`src/rtl/prio_rr_arbiter.sv`:
```
// Two-level arbiter: one high-priority requester (H) over N round-robin low-priority requesters (L).
// Latency: a grant pulse appears on the edge after a ready is sampled in IDLE. All outputs are registered.
// Backpressure: non-preemptive. A grant is held until the winner's go falls, or it is dropped after TIMEOUT cycles without go.
// Optional starvation guard: define ARB_STARVE_GUARD_EN. After three consecutive H grants made while L was waiting, the next selection goes to L.
module prio_rr_arbiter #(
    parameter int N       = 2,
    parameter int TIMEOUT = 8
) (
    input  logic         clk,
    input  logic         rst,
    input  logic         bool_ready_H,
    input  logic         bool_go_H,
    input  logic [N-1:0] bool_ready_L,
    input  logic [N-1:0] bool_go_L,
    output logic         ena_n_H,
    output logic [N-1:0] ena_n_L,
    output logic [1:0]   active,
    output logic [3:0]   channel
);

    localparam logic [1:0] ACT_NONE = 2'b00;
    localparam logic [1:0] ACT_H    = 2'b01;
    localparam logic [1:0] ACT_L    = 2'b10;
    localparam logic [7:0] TMO_LOAD = 8'(TIMEOUT);
    localparam logic [4:0] N5       = 5'(N);

    typedef enum logic [1:0] {
        S_IDLE    = 2'd0,
        S_GRANT   = 2'd1,
        S_WAIT_GO = 2'd2,
        S_BUSY    = 2'd3
    } state_t;

    state_t         r_state;
    state_t         w_state_nxt;

    logic           r_ena_n_H;
    logic [N-1:0]   r_ena_n_L;
    logic [1:0]     r_active;
    logic [3:0]     r_channel;
    logic [3:0]     r_ptr;
    logic [7:0]     r_tmo_cnt;

    logic           w_ena_n_H_nxt;
    logic [N-1:0]   w_ena_n_L_nxt;
    logic [1:0]     w_active_nxt;
    logic [3:0]     w_channel_nxt;
    logic [3:0]     w_ptr_nxt;
    logic [7:0]     w_tmo_nxt;

    logic [15:0]    w_ready_l16;
    logic [15:0]    w_go_l16;
    logic [3:0]     w_cand;
    logic [3:0]     w_l_idx;
    logic           w_l_found;
    logic           w_force_l;
    logic           w_pick_h;
    logic           w_pick_l;
    logic           w_win_go;

    // Wrap (base + off) into 0..N-1. Because base < N and off <= N, one subtraction is always enough.
    function automatic logic [3:0] wrap_idx(input logic [3:0] base, input logic [4:0] off);
        logic [4:0] s;
        s = {1'b0, base} + off;
        if (s >= N5) begin
            s = s - N5;
        end
        return s[3:0];
    endfunction

    // Zero-extend the L vectors to 16 bits so that a 4-bit index always addresses them exactly.
    assign w_ready_l16 = 16'(bool_ready_L);
    assign w_go_l16    = 16'(bool_go_L);

    // Round-robin search: the first ready L, scanning upward from ptr+1 and wrapping at N.
    always_comb begin
        w_l_found = 1'b0;
        w_l_idx   = 4'd0;
        w_cand    = 4'd0;
        for (int i = 1; i <= N; i++) begin
            w_cand = wrap_idx(r_ptr, 5'(i));
            if (!w_l_found && w_ready_l16[w_cand]) begin
                w_l_found = 1'b1;
                w_l_idx   = w_cand;
            end
        end
    end

`ifdef ARB_STARVE_GUARD_EN
    logic [1:0] r_starve_cnt;
    logic [1:0] w_starve_nxt;

    // Once three H grants have gone by while L was waiting, the next selection is forced to L.
    assign w_force_l = (r_starve_cnt == 2'd3) && w_l_found;

    // Count H grants that bypassed a waiting L. Any L grant resets the count.
    always_comb begin
        w_starve_nxt = r_starve_cnt;
        if (r_state == S_IDLE) begin
            if (w_pick_l) begin
                w_starve_nxt = 2'd0;
            end else if (w_pick_h && w_l_found && (r_starve_cnt != 2'd3)) begin
                w_starve_nxt = r_starve_cnt + 2'd1;
            end
        end
    end

    // Starvation counter register.
    always_ff @(posedge clk) begin
        if (rst) begin
            r_starve_cnt <= 2'd0;
        end else begin
            r_starve_cnt <= w_starve_nxt;
        end
    end
`else
    assign w_force_l = 1'b0;
`endif

    assign w_pick_h = bool_ready_H && !w_force_l;
    assign w_pick_l = !w_pick_h && w_l_found;

    // Only the current winner's go counts. Go from any other requester is ignored.
    assign w_win_go = (r_active == ACT_H) ? bool_go_H :
                      (r_active == ACT_L) ? w_go_l16[r_channel] : 1'b0;

    // Next state and next register values. The ena_n outputs default to inactive, so a grant pulse lasts exactly one cycle.
    always_comb begin
        w_state_nxt   = r_state;
        w_ena_n_H_nxt = 1'b1;
        w_ena_n_L_nxt = '1;
        w_active_nxt  = r_active;
        w_channel_nxt = r_channel;
        w_ptr_nxt     = r_ptr;
        w_tmo_nxt     = r_tmo_cnt;
        case (r_state)
            S_IDLE: begin
                if (w_pick_h) begin
                    w_state_nxt   = S_GRANT;
                    w_ena_n_H_nxt = 1'b0;
                    w_active_nxt  = ACT_H;
                    w_channel_nxt = 4'd0;
                    w_tmo_nxt     = TMO_LOAD;
                end else if (w_pick_l) begin
                    w_state_nxt   = S_GRANT;
                    w_ena_n_L_nxt = ~(N'(1) << w_l_idx);
                    w_active_nxt  = ACT_L;
                    w_channel_nxt = w_l_idx;
                    w_ptr_nxt     = w_l_idx;
                    w_tmo_nxt     = TMO_LOAD;
                end
            end
            S_GRANT: begin
                w_state_nxt = S_WAIT_GO;
            end
            S_WAIT_GO: begin
                if (r_tmo_cnt != 8'd0) begin
                    w_tmo_nxt = r_tmo_cnt - 8'd1;
                end
                if (w_win_go) begin
                    w_state_nxt = S_BUSY;
                end else if (r_tmo_cnt <= 8'd1) begin
                    // The counter reaches 0 on this edge, so the grant is abandoned.
                    w_state_nxt   = S_IDLE;
                    w_active_nxt  = ACT_NONE;
                    w_channel_nxt = 4'd0;
                end
            end
            S_BUSY: begin
                if (!w_win_go) begin
                    w_state_nxt   = S_IDLE;
                    w_active_nxt  = ACT_NONE;
                    w_channel_nxt = 4'd0;
                end
            end
            default: begin
                w_state_nxt   = S_IDLE;
                w_active_nxt  = ACT_NONE;
                w_channel_nxt = 4'd0;
            end
        endcase
    end

    // FSM state register.
    always_ff @(posedge clk) begin
        if (rst) begin
            r_state <= S_IDLE;
        end else begin
            r_state <= w_state_nxt;
        end
    end

    // Output, pointer and timeout registers. After reset, ptr = N-1 so the first L search starts at index 0.
    always_ff @(posedge clk) begin
        if (rst) begin
            r_ena_n_H <= 1'b1;
            r_ena_n_L <= '1;
            r_active  <= ACT_NONE;
            r_channel <= 4'd0;
            r_ptr     <= 4'(N - 1);
            r_tmo_cnt <= 8'd0;
        end else begin
            r_ena_n_H <= w_ena_n_H_nxt;
            r_ena_n_L <= w_ena_n_L_nxt;
            r_active  <= w_active_nxt;
            r_channel <= w_channel_nxt;
            r_ptr     <= w_ptr_nxt;
            r_tmo_cnt <= w_tmo_nxt;
        end
    end

    assign ena_n_H = r_ena_n_H;
    assign ena_n_L = r_ena_n_L;
    assign active  = r_active;
    assign channel = r_channel;

endmodule

```
`config.mk`:
```
export PLATFORM = sky130hd
export DESIGN_NAME = prio_rr_arbiter
export DESIGN_NICKNAME = d
export VERILOG_FILES = /design/src/rtl/prio_rr_arbiter.sv
export SDC_FILE = /design/constraint.sdc
export NUM_CORES = 1
export LEC_CHECK = 0
export CAP_MARGIN = 20
export CORE_MARGIN = 3
export CORE_UTILIZATION = 25
export CTS_CLUSTER_SIZE = 14
export DETAILED_ROUTE_END_ITERATION = 8
export GPL_TIMING_DRIVEN = 0
export HOLD_SLACK_MARGIN = 0.06
export SETUP_SLACK_MARGIN = 0.1
export SLEW_MARGIN = 20
export SYNTH_ARGS = -nofsm -noshare
export SYNTH_HDL_FRONTEND = slang
export SYNTH_SLANG_ARGS = --single-unit
```
`constraint.sdc`:
```
create_clock -name clk -period 3.67 [get_ports clk]
set_input_delay 1.101 -clock clk [delete_from_list [all_inputs] [get_ports clk]]
set_output_delay 1.101 -clock clk [all_outputs]
set_load 0.1 [all_outputs]
```
* Yosys cells after proc, flatten, opt, wreduce, memory -nomap -nowiden
Cells that the tools add are included.
W data, S select, Z words.
** Word-level totals
- Input port bits :: 8
- Logic and storage cells :: 83
- Output and inout bits :: 9
- Register bits after elaboration :: 23
** Operators by class
- Muxes and demuxes :: 35
- Order comparisons :: 6
- Add/sub/neg operators :: 5
- Equal/unequal tests :: 11
- Bitwise operators :: 4
- Shift-type cells :: 1
- Reduce and logical (&&, ||, !) cells :: 14
** Operator list (count)
- $mux W4 :: 9
- $mux W8 :: 3
- $mux W2 :: 8
- $pmux W8 S2 :: 1
- $lt A4 B5 Y1 const B :: 3
- $bmux W1 S4 :: 3
- $pmux W4 S3 :: 1
- $ge A5 B2 Y1 const B :: 2
- $reduce_and A3 Y1 :: 3
- $le A8 B1 Y1 const B :: 1
- $mux W1 :: 8
- $ne A2 B2 Y1 const B :: 4
- $pmux W2 S4 :: 1
- $reduce_bool A8 Y1 :: 1
- $sub A4 B2 Y4 const B :: 2
- $sub A8 B1 Y8 const B :: 1
- $eq A2 B2 Y1 const B :: 3
- $ne A3 B3 Y1 const B :: 2
- $pmux W2 S3 :: 1
- $add A4 B1 Y5 const B :: 1
- $add A4 B2 Y5 const B :: 1
- $reduce_and A5 Y1 :: 1
- $eq A2 B1 Y1 const B :: 2
- $reduce_or A4 Y1 :: 1
- other kinds (9) :: 13

* Logic depth before layout (Yosys ltp)
Gate-level depths: netlist of the first run.
- Depth in word-level cells :: 13
- Gate-level depth with buffers :: 12
- Gate-level depth less buffers :: 10

* Worst setup path before layout of the first run
No wires, ideal clock.
- Path kind :: reg2reg
- Start :: register r_ptr[0]
- End :: register r_active[1] (netlist: active[1])
- Arrival time :: 2.625 ns
- Required time :: 3.600 ns
- Stages on the path, launching flop included :: 12
- Library setup time :: 0.070 ns
- Clock period less this slack :: 2.695 ns
- Slack :: 0.975 ns
- Path buffers :: 1
- Cells stage by stage :: dfxtp_1 > buf_6 > inv_1 > ha_1 > inv_1 > ha_1 > and2b_1 > a211o_1 > a311o_1 > and2_4 > or4_1 > a21oi_1
** On the way
- Word-level cells in the longest chain between the ends :: 12
- Elaborated cells between the ends (all ways) :: 19
- Those cells by class :: add/sub (4); order compare (2); eq/ne (1); mux (8); reduce/logical (4)
** Ends and longest elaborated chain
- from (decl) :: line 41 : logic [3:0] r_ptr;
- from (signal assigned) :: line 200 : r_ptr <= 4'(N - 1);
- from (signal assigned) :: line 207 : r_ptr <= w_ptr_nxt;
- $add A4 B1 Y5 :: line 64 : s = {1'b0, base} + off;
- $sub A4 B2 Y4 / $ge A5 B2 Y1 (equally long branches) :: line 66, 65
- $mux W4 :: line 65 : if (s >= N5) begin
- $bmux W1 S4 :: line 82 : if (!w_l_found && w_ready_l16[w_cand]) begin
- $mux W1 (not written as such) :: line 82
- $mux W1 :: line 82
- $logic_not A1 Y1 :: line 82
- $logic_and A1 B1 Y1 :: line 82
- $mux W1 (*) :: line 82
- $logic_and A1 B1 Y1 (*) :: line 121 : assign w_pick_l = !w_pick_h && w_l_found;
- $ne A3 B3 Y1 (no source line) (*)
- $reduce_and A5 Y1 (no source line) (*)
- to (signal assigned) :: line 205 : r_active <= w_active_nxt;
- to (decl) :: line 39 : logic [1:0] r_active;
Mark *: on every way between the ends. The rest lies on a longest branch, timed or not. The select of a mux whose other input is x is not followed.
A chain may end at the register's enable or synchronous reset.

* Final worst setup path of the first run
- Start :: register r_ptr[0]
- End :: register r_tmo_cnt[4]
** On the way
- Word-level cells in the longest chain between the ends :: 12
- Elaborated cells between the ends (all ways) :: 19
- Those cells by class :: add/sub (4); order compare (2); eq/ne (1); mux (8); reduce/logical (4)
** Ends and longest elaborated chain
- $add A4 B1 Y5 :: line 64
- $sub A4 B2 Y4 / $ge A5 B2 Y1 (equally long branches) :: line 66, 65
- $mux W4 :: line 65
- $bmux W1 S4 :: line 82
- $mux W1 (not written as such) :: line 82
- $mux W1 :: line 82
- $logic_not A1 Y1 :: line 82
- $logic_and A1 B1 Y1 :: line 82
- $mux W1 (*) :: line 82
- $logic_and A1 B1 Y1 (*) :: line 121
- $ne A3 B3 Y1 (no source line) (*)
- $reduce_and A3 Y1 (no source line) (*)
- to (signal assigned) :: line 208 : r_tmo_cnt <= w_tmo_nxt;
- to (decl) :: line 42 : logic [7:0] r_tmo_cnt;
Marks and branches as above.

==> impl_metrics.csv, run 1 <==
group,metric,value,unit
yosys,synth-seq-area-share,32.1,%
worst_hold_path,worst_hold_path.endpoint,"channel[3]$_SDFFE_PP0P_",
global_route,antenna_found_initial,0,
route,drt_iter0_markers,58,
placed_design,hpwl,2400,um
flow_run,max_cap_violations,0,
power_and_ir_drop,p_leak,0.709,nW
cts,cts_tree,"yes",
yosys,yosys_register_bits,23,
route,vias_per_inst,4.92,
sta,final.min_clock_period,2.95,ns
cts,cts_resized,0,
die,die_x,81.7,um
finish,areaGrowthSynthToFinish,20.5,%
setup_path,timing.critical_path.cells,"buf_6 -> inv_1 -> ha_1 -> inv_1 -> ha_1 -> and2b_1 -> a211o_1 -> a311o_1 -> and2_4 -> nor3_1 -> a31o_2",
cts,cts.sink_count,23,
worst_hold_path,min_from,"channel[3]$_SDFFE_PP0P_",
sta,finClkSkew,0.00548,ns
sta,worstMarginPinSlew,0.968,ns
finish,final_design_instance_area_without_fill,0.00173,mm2
sta,max_clock_freq,0.339,GHz
yosys,synth-main-ff-cell,"sky130_fd_sc_hd__dfxtp_1",
yosys,synth.yosys.warnings,0,
sta,post-route-period-util,80.5,%
setup_path,crit_path_start_kind,"register",
setup_path,r2r_cells,11,
sta,timing_hold_violations_final,0,
placed_design,place.port_buffers,16,
setup_path,critical_path.max_stage_delay,0.41,ns
yosys,synth_top_area_cell,"sky130_fd_sc_hd__dfxtp_1",
cts,clock_tree.htree_level_count,1,
setup_path,critical_path_peak_fanout,9,
cts,clk_pin_slew_worst_paths,0.09,ns
finish,fillCellCount,578,
global_route,gr-usage-all-layers,10.0,%
setup_path,worstSetupPathDepth,11,
die,design.die.area,0.00668,mm2
placed_design,pre_cts_slack,0.545,ns
route,routed-via-count,1265,
yosys,syn-instance-count,167,
route,route.detailed.wl_per_inst,12.3,um
cts,numCtsBuffers,3,
setup_path,crit_type,"register to register",
route,routed_wirelength,3160,um
yosys,yosys-top-cells-area,"sky130_fd_sc_hd__dfxtp_1, sky130_fd_sc_hd__ha_1, sky130_fd_sc_hd__nor2_1",
setup_path,critPathCaptureType,"register",
route,detail_route.drc_violations,0,
route,detail_route.first_pass.iterations,4,
sta,setup-tns-final,0,ns
setup_path,cp.buffers_inverters,3,
die,placementRows,26,
outcome,status,"complete, no violations",
setup_path,worst-endpoint-arrival,3.17,ns
setup_path,setup.worst_path.start,"r_ptr[0]$_SDFFE_PP1P_",
yosys,syn-cell-area,0.00143,mm2
placed_design,gp_congestion,0.814,
setup_path,cp_slowest_cell,"sky130_fd_sc_hd__nor3_1",
yosys,asyncSetResetFlopFracSynth,0,%
finish,finish.cell_count_without_fillers,257,
yosys,synth_top_area_share,32.1,%
global_route,first_global_vias,1217,
sta,setup_slack,0.717,ns
cts,post-cts-setup-buffer-count,0,
sta,rsz0062_at_grt,"false",
yosys,yosys.cell_types.count,50,
setup_path,worst-r2r-setup-slack,0.72,ns
finish,antenna_cells_inserted,0,
finish,final_core_util,32.4,%
global_route,grt_pass1_wl,5440,um
finish,layout-drive-gt1-share,10.2,%
setup_path,timing.critical_path.max_delay_family,"compound AO/OA/AOI/OAI gates",
sta,final_max_slew_viol_count,0,
power_and_ir_drop,power_density,702,mW/mm2
die,core_region_area,0.00534,mm2
die,floorplan.io_pins,17,
route,final_antenna_net_count,0,
die,initial_core_util,26.9,%
worst_hold_path,holdCritPathClass,"register to register",
sta,setup-violations-final,0,
setup_path,timing.rr.start,"r_ptr[0]$_SDFFE_PP1P_",
power_and_ir_drop,vdd_drop_max,0.327,mV
cts,clk-insertion-delay-late,0.27,ns
setup_path,cp_data_required_time,3.89,ns
die,fp.dieH,81.7,um
worst_hold_path,min_delay_path_depth,1,
finish,highest_count_cells_in_the_layout_ignoring_fill_and_taps,"sky130_fd_sc_hd__dfxtp_1, sky130_fd_sc_hd__nor2_1, sky130_fd_sc_hd__clkdlybuf4s50_1",
cts,root_buf_cell,"sky130_fd_sc_hd__clkbuf_8",
global_route,globalRouteOverflowTotal,0,
finish,fin_nets,208,
setup_path,timing.rr.end,"r_tmo_cnt[4]$_SDFFE_PP0P_",
placed_design,place_area,0.00168,mm2
placed_design,placed_cells,253,
cts,ctsLongestPathBuffers,2,
yosys,synth_enable_flop_cells,0,
global_route,grt_start_max_net_pins,14,
finish,layout_commonest_cell,"sky130_fd_sc_hd__dfxtp_1",
yosys,postSynthAreaPerCell,8.59,um2
yosys,synth.net_count,187,
sta,slew_headroom,35.3,%
cts,postCtsHoldBufs,0,
cells in the mapped netlist (all sizes together) (2+ instances only):
master / number
o31ai: 4
a21oi: 7
a31oi: 2
nand2: 8
nor4: 2
nor2: 16
and2: 8
ha: 12
and3: 3
nand3: 9
a311oi: 4
a22o: 3
a31o: 3
inv: 14
buf: 2
and2b: 2
clkbuf: 3
o21ai: 8
dfxtp: 23
o211ai: 2
nor3: 5
mux2i: 4
state kept, by name, indices dropped and copies added, names as in the netlist:
signal     cells
r_tmo_cnt      8
ena_n_H        1
active         2
r_ptr          4
ena_n_L        2
channel        4
r_state        2
kinds of logic (layout without fill, tap and decap cells):
family                     Yosys count  count (layout)  share of synthesized area [%]
buffers and inverters               19              39                           6.28
and+or+nand+nor                     62              62                           23.5
xor gates and xnor gates             1               1                          0.611
adders and majority gates           12              12                           10.5
AOI/OAI and AO/OA                   45              45                           23.5
muxes                                5               5                           3.58
DFF                                 23              23                           32.1
worst max-delay path by stage:
stage	endpoint
4_1_cts	active[1]$_SDFFE_PP0P_
5_1_grt	r_state[1]$_SDFFE_PP0P_
6_report	r_tmo_cnt[4]$_SDFFE_PP0P_
3_3_place_gp	r_tmo_cnt[1]$_SDFFE_PP0P_
2_1_floorplan	active[1]$_SDFFE_PP0P_
3_5_place_dp	active[1]$_SDFFE_PP0P_
power by group:
group          internal (mW)  switching [mW]
combinational          0.249           0.460
sequential             0.299          0.0438
clock                 0.0758          0.0850
total                  0.623           0.589
layout make-up:
class                      count  area [um2]  share of cell area [%]
buffer                         5        37.5                    2.17
clock buffer                   3        41.3                    2.39
clock inverter                 1        5.00                   0.290
inverter                      14        52.6                    3.04
multi-input combinational    125         883                    51.1
sequential                    23         460                    26.6
tap                           70        87.6                    5.07
timing repair buffer          16         160                    9.27
per-stage QoR:
stage / total power [mW] / hold WS, ns
after floorplan: 0.897 / 0.505
after global placement: 1.05 / 0.469
after detailed placement: 1.05 / 0.469
after CTS: 1.22 / 0.494
after global routing: 1.31 / 0.499
final: 1.21 / 0.493
metal layers:
layer | share of wire (%) | vias to the layer above | routed length, um | track usage (%)
met4 | 0.25 | 0 | 8 | 1.50
met3 | 5.2 | 2 | 163 | 2.52
met2 | 44 | 21 | 1390 | 16.3
li1 | - | 652 | - | -
met1 | 51 | 590 | 1600 | 13.6
met5 | 0 | - | 0 | 0
Note: power is estimated with default switching activity, not from simulation.
==> run 2, diff against run 1 <==
Clock period 3.67 ns to 3 ns, I/O delays scaled along.
==> run 2 against run 1 <==
Clock power grew 22%. Maximum frequency grew 6.9%. Sequential power is 23% higher.
==> impl_metrics.csv, run 2 (synthesized netlist as in run 1, its figures left out) <==
group,metric,value,unit
cts,cts_tree,"yes",
die,die_x,81.7,um
setup_path,worst-endpoint-arrival,2.96,ns
placed_design,place.port_buffers,16,
sta,finClkSkew,0.00487,ns
sta,worstMarginPinSlew,0.968,ns
setup_path,critical_path_peak_fanout,9,
finish,antenna_cells_inserted,0,
finish,layout.area.seq,462,um2
die,core_region_area,0.00534,mm2
sta,slew_headroom,35.3,%
route,detail_route.drc_violations,0,
placed_design,gp_congestion,0.814,
cts,cts.sink_count,23,
die,fp.dieH,81.7,um
cts,numCtsBuffers,3,
setup_path,cp_slowest_cell,"sky130_fd_sc_hd__or4_1",
sta,setup-violations-final,0,
setup_path,timing.critical_path.max_delay_family,"simple AND/OR/NAND/NOR gates",
sta,post-route-period-util,92.1,%
finish,regMostFlops,"r_tmo_cnt",
route,routed_wirelength,3240,um
power_and_ir_drop,p_leak,0.733,nW
setup_path,cp_data_required_time,3.20,ns
die,placementRows,26,
cts,postCtsHoldBufs,0,
setup_path,crit_path_start_kind,"register",
outcome,status,"complete, no violations",
finish,layout-drive-gt1-share,14.7,%
setup_path,timing.critical_path.cells,"buf_6 -> inv_1 -> ha_4 -> inv_1 -> ha_2 -> and2b_1 -> a211o_1 -> a311o_1 -> and2_4 -> or4_1 -> a21oi_1",
die,initial_core_util,26.9,%
finish,layout_commonest_cell,"sky130_fd_sc_hd__dfxtp_1",
cts,ctsLongestPathBuffers,2,
setup_path,critical_path.max_stage_delay,0.46,ns
cts,clk_pin_slew_worst_paths,0.08,ns
power_and_ir_drop,power_density,861,mW/mm2
route,final_antenna_net_count,0,
cts,root_buf_cell,"sky130_fd_sc_hd__clkbuf_8",
finish,areaGrowthSynthToFinish,24.4,%
finish,largest_reg_flops,8,
setup_path,worst_path_most_repeated_cell,"sky130_fd_sc_hd__inv_1",
setup_path,cp.buffers_inverters,3,
route,drt_iter0_markers,43,
finish,fin_nets,211,
power_and_ir_drop,total_power,1.54,mW
setup_path,critPathCaptureType,"register",
route,route.detailed.wl_per_inst,12.4,um
route,vias_per_inst,4.99,
sta,setup-tns-final,0,ns
global_route,grt_start_max_net_pins,14,
global_route,antenna_found_initial,0,
setup_path,crit_type,"register to register",
placed_design,hpwl,2400,um
sta,whs,0.493,ns
sta,max_clock_freq,0.362,GHz
route,detail_route.first_pass.iterations,4,
sta,setup_slack,0.237,ns
sta,final.min_clock_period,2.76,ns
finish,multiInputGateArea,913,um2
sta,final_max_slew_viol_count,0,
finish,fillCellCount,570,
sta,timing_hold_violations_final,0,
die,design.die.area,0.00668,mm2
worst_hold_path,holdCritPathClass,"register to register",
global_route,first_global_vias,1233,
die,floorplan.io_pins,17,
flow_run,max_cap_violations,0,
global_route,gr-usage-all-layers,10.2,%
cts,clk-insertion-delay-late,0.26,ns
route,routed-via-count,1298,
finish,highest_count_cells_in_the_layout_ignoring_fill_and_taps,"sky130_fd_sc_hd__dfxtp_1, sky130_fd_sc_hd__nor2_1, sky130_fd_sc_hd__clkdlybuf4s50_1",
sta,rsz0062_at_grt,"false",
global_route,globalRouteOverflowTotal,0,
power_and_ir_drop,vdd_drop_max,0.397,mV
placed_design,pre_cts_slack,0.0694,ns
global_route,grt_pass1_wl,5520,um
cts,clock_tree.htree_level_count,1,
-- run 2: repair_timing --
item | CTS | global route
pin swaps | 1 | 1
endpoints found under the setup margin | 8 | 17
resized for setup | 2 | 5
buffers inserted | 3 | 0
-- run 2: stage by stage --
step           util (%)  instances  cell area (um2)
6_report           33.4        260             1780
5_1_grt            33.4        260             1780
4_1_cts            32.9        260             1750
3_5_place_dp       31.5        253             1680
3_3_place_gp       31.5        253             1680
2_1_floorplan         -        167             1430
-- run 2: worst paths after layout --
kind / startpoint / cells past startpoint / to / slack [ns]
hold / removal: channel[3]$_SDFFE_PP0P_ / 1 / channel[3]$_SDFFE_PP0P_ / 0.49
hold reg to reg: channel[3]$_SDFFE_PP0P_ / 1 / channel[3]$_SDFFE_PP0P_ / 0.49
setup reg to reg: r_ptr[0]$_SDFFE_PP1P_ / 11 / active[1]$_SDFFE_PP0P_ / 0.24
setup / recovery: r_ptr[0]$_SDFFE_PP1P_ / 11 / active[1]$_SDFFE_PP0P_ / 0.24
-- run 2: worst register-to-register path, cell delays in order, from the launching register on --
cell and delay, ns:
sky130_fd_sc_hd__dfxtp_2 0.36, sky130_fd_sc_hd__buf_6 0.14, sky130_fd_sc_hd__inv_1 0.10, sky130_fd_sc_hd__ha_4 0.26
sky130_fd_sc_hd__inv_1 0.05, sky130_fd_sc_hd__ha_2 0.20, sky130_fd_sc_hd__and2b_1 0.18, sky130_fd_sc_hd__a211o_1 0.28
sky130_fd_sc_hd__a311o_1 0.34, sky130_fd_sc_hd__and2_4 0.19, sky130_fd_sc_hd__or4_1 0.46, sky130_fd_sc_hd__a21oi_1 0.14
-- run 2: cell type report --
cell class	count	area share, %
plain buffers	5	2.24
multi-input cells	125	51.2
inverters	14	2.95
well taps	70	4.91
clock inverters	1	0.281
clock buffers	3	2.31
repair buffers	19	10.2
flip-flops and latches	23	25.9
-- run 2: power by group --
group,switching (mW),internal [mW],total [mW]
clock network,0.103,0.0927,0.196
logic,0.583,0.338,0.921
registers,0.0537,0.366,0.420
-- run 2: layer usage --
layer / GRT usage (%) / wire (um)
met1: 14.0 / 1670
met2: 16.5 / 1420
met3: 2.52 / 138
met4: 1.50 / 8
met5: 0 / 0
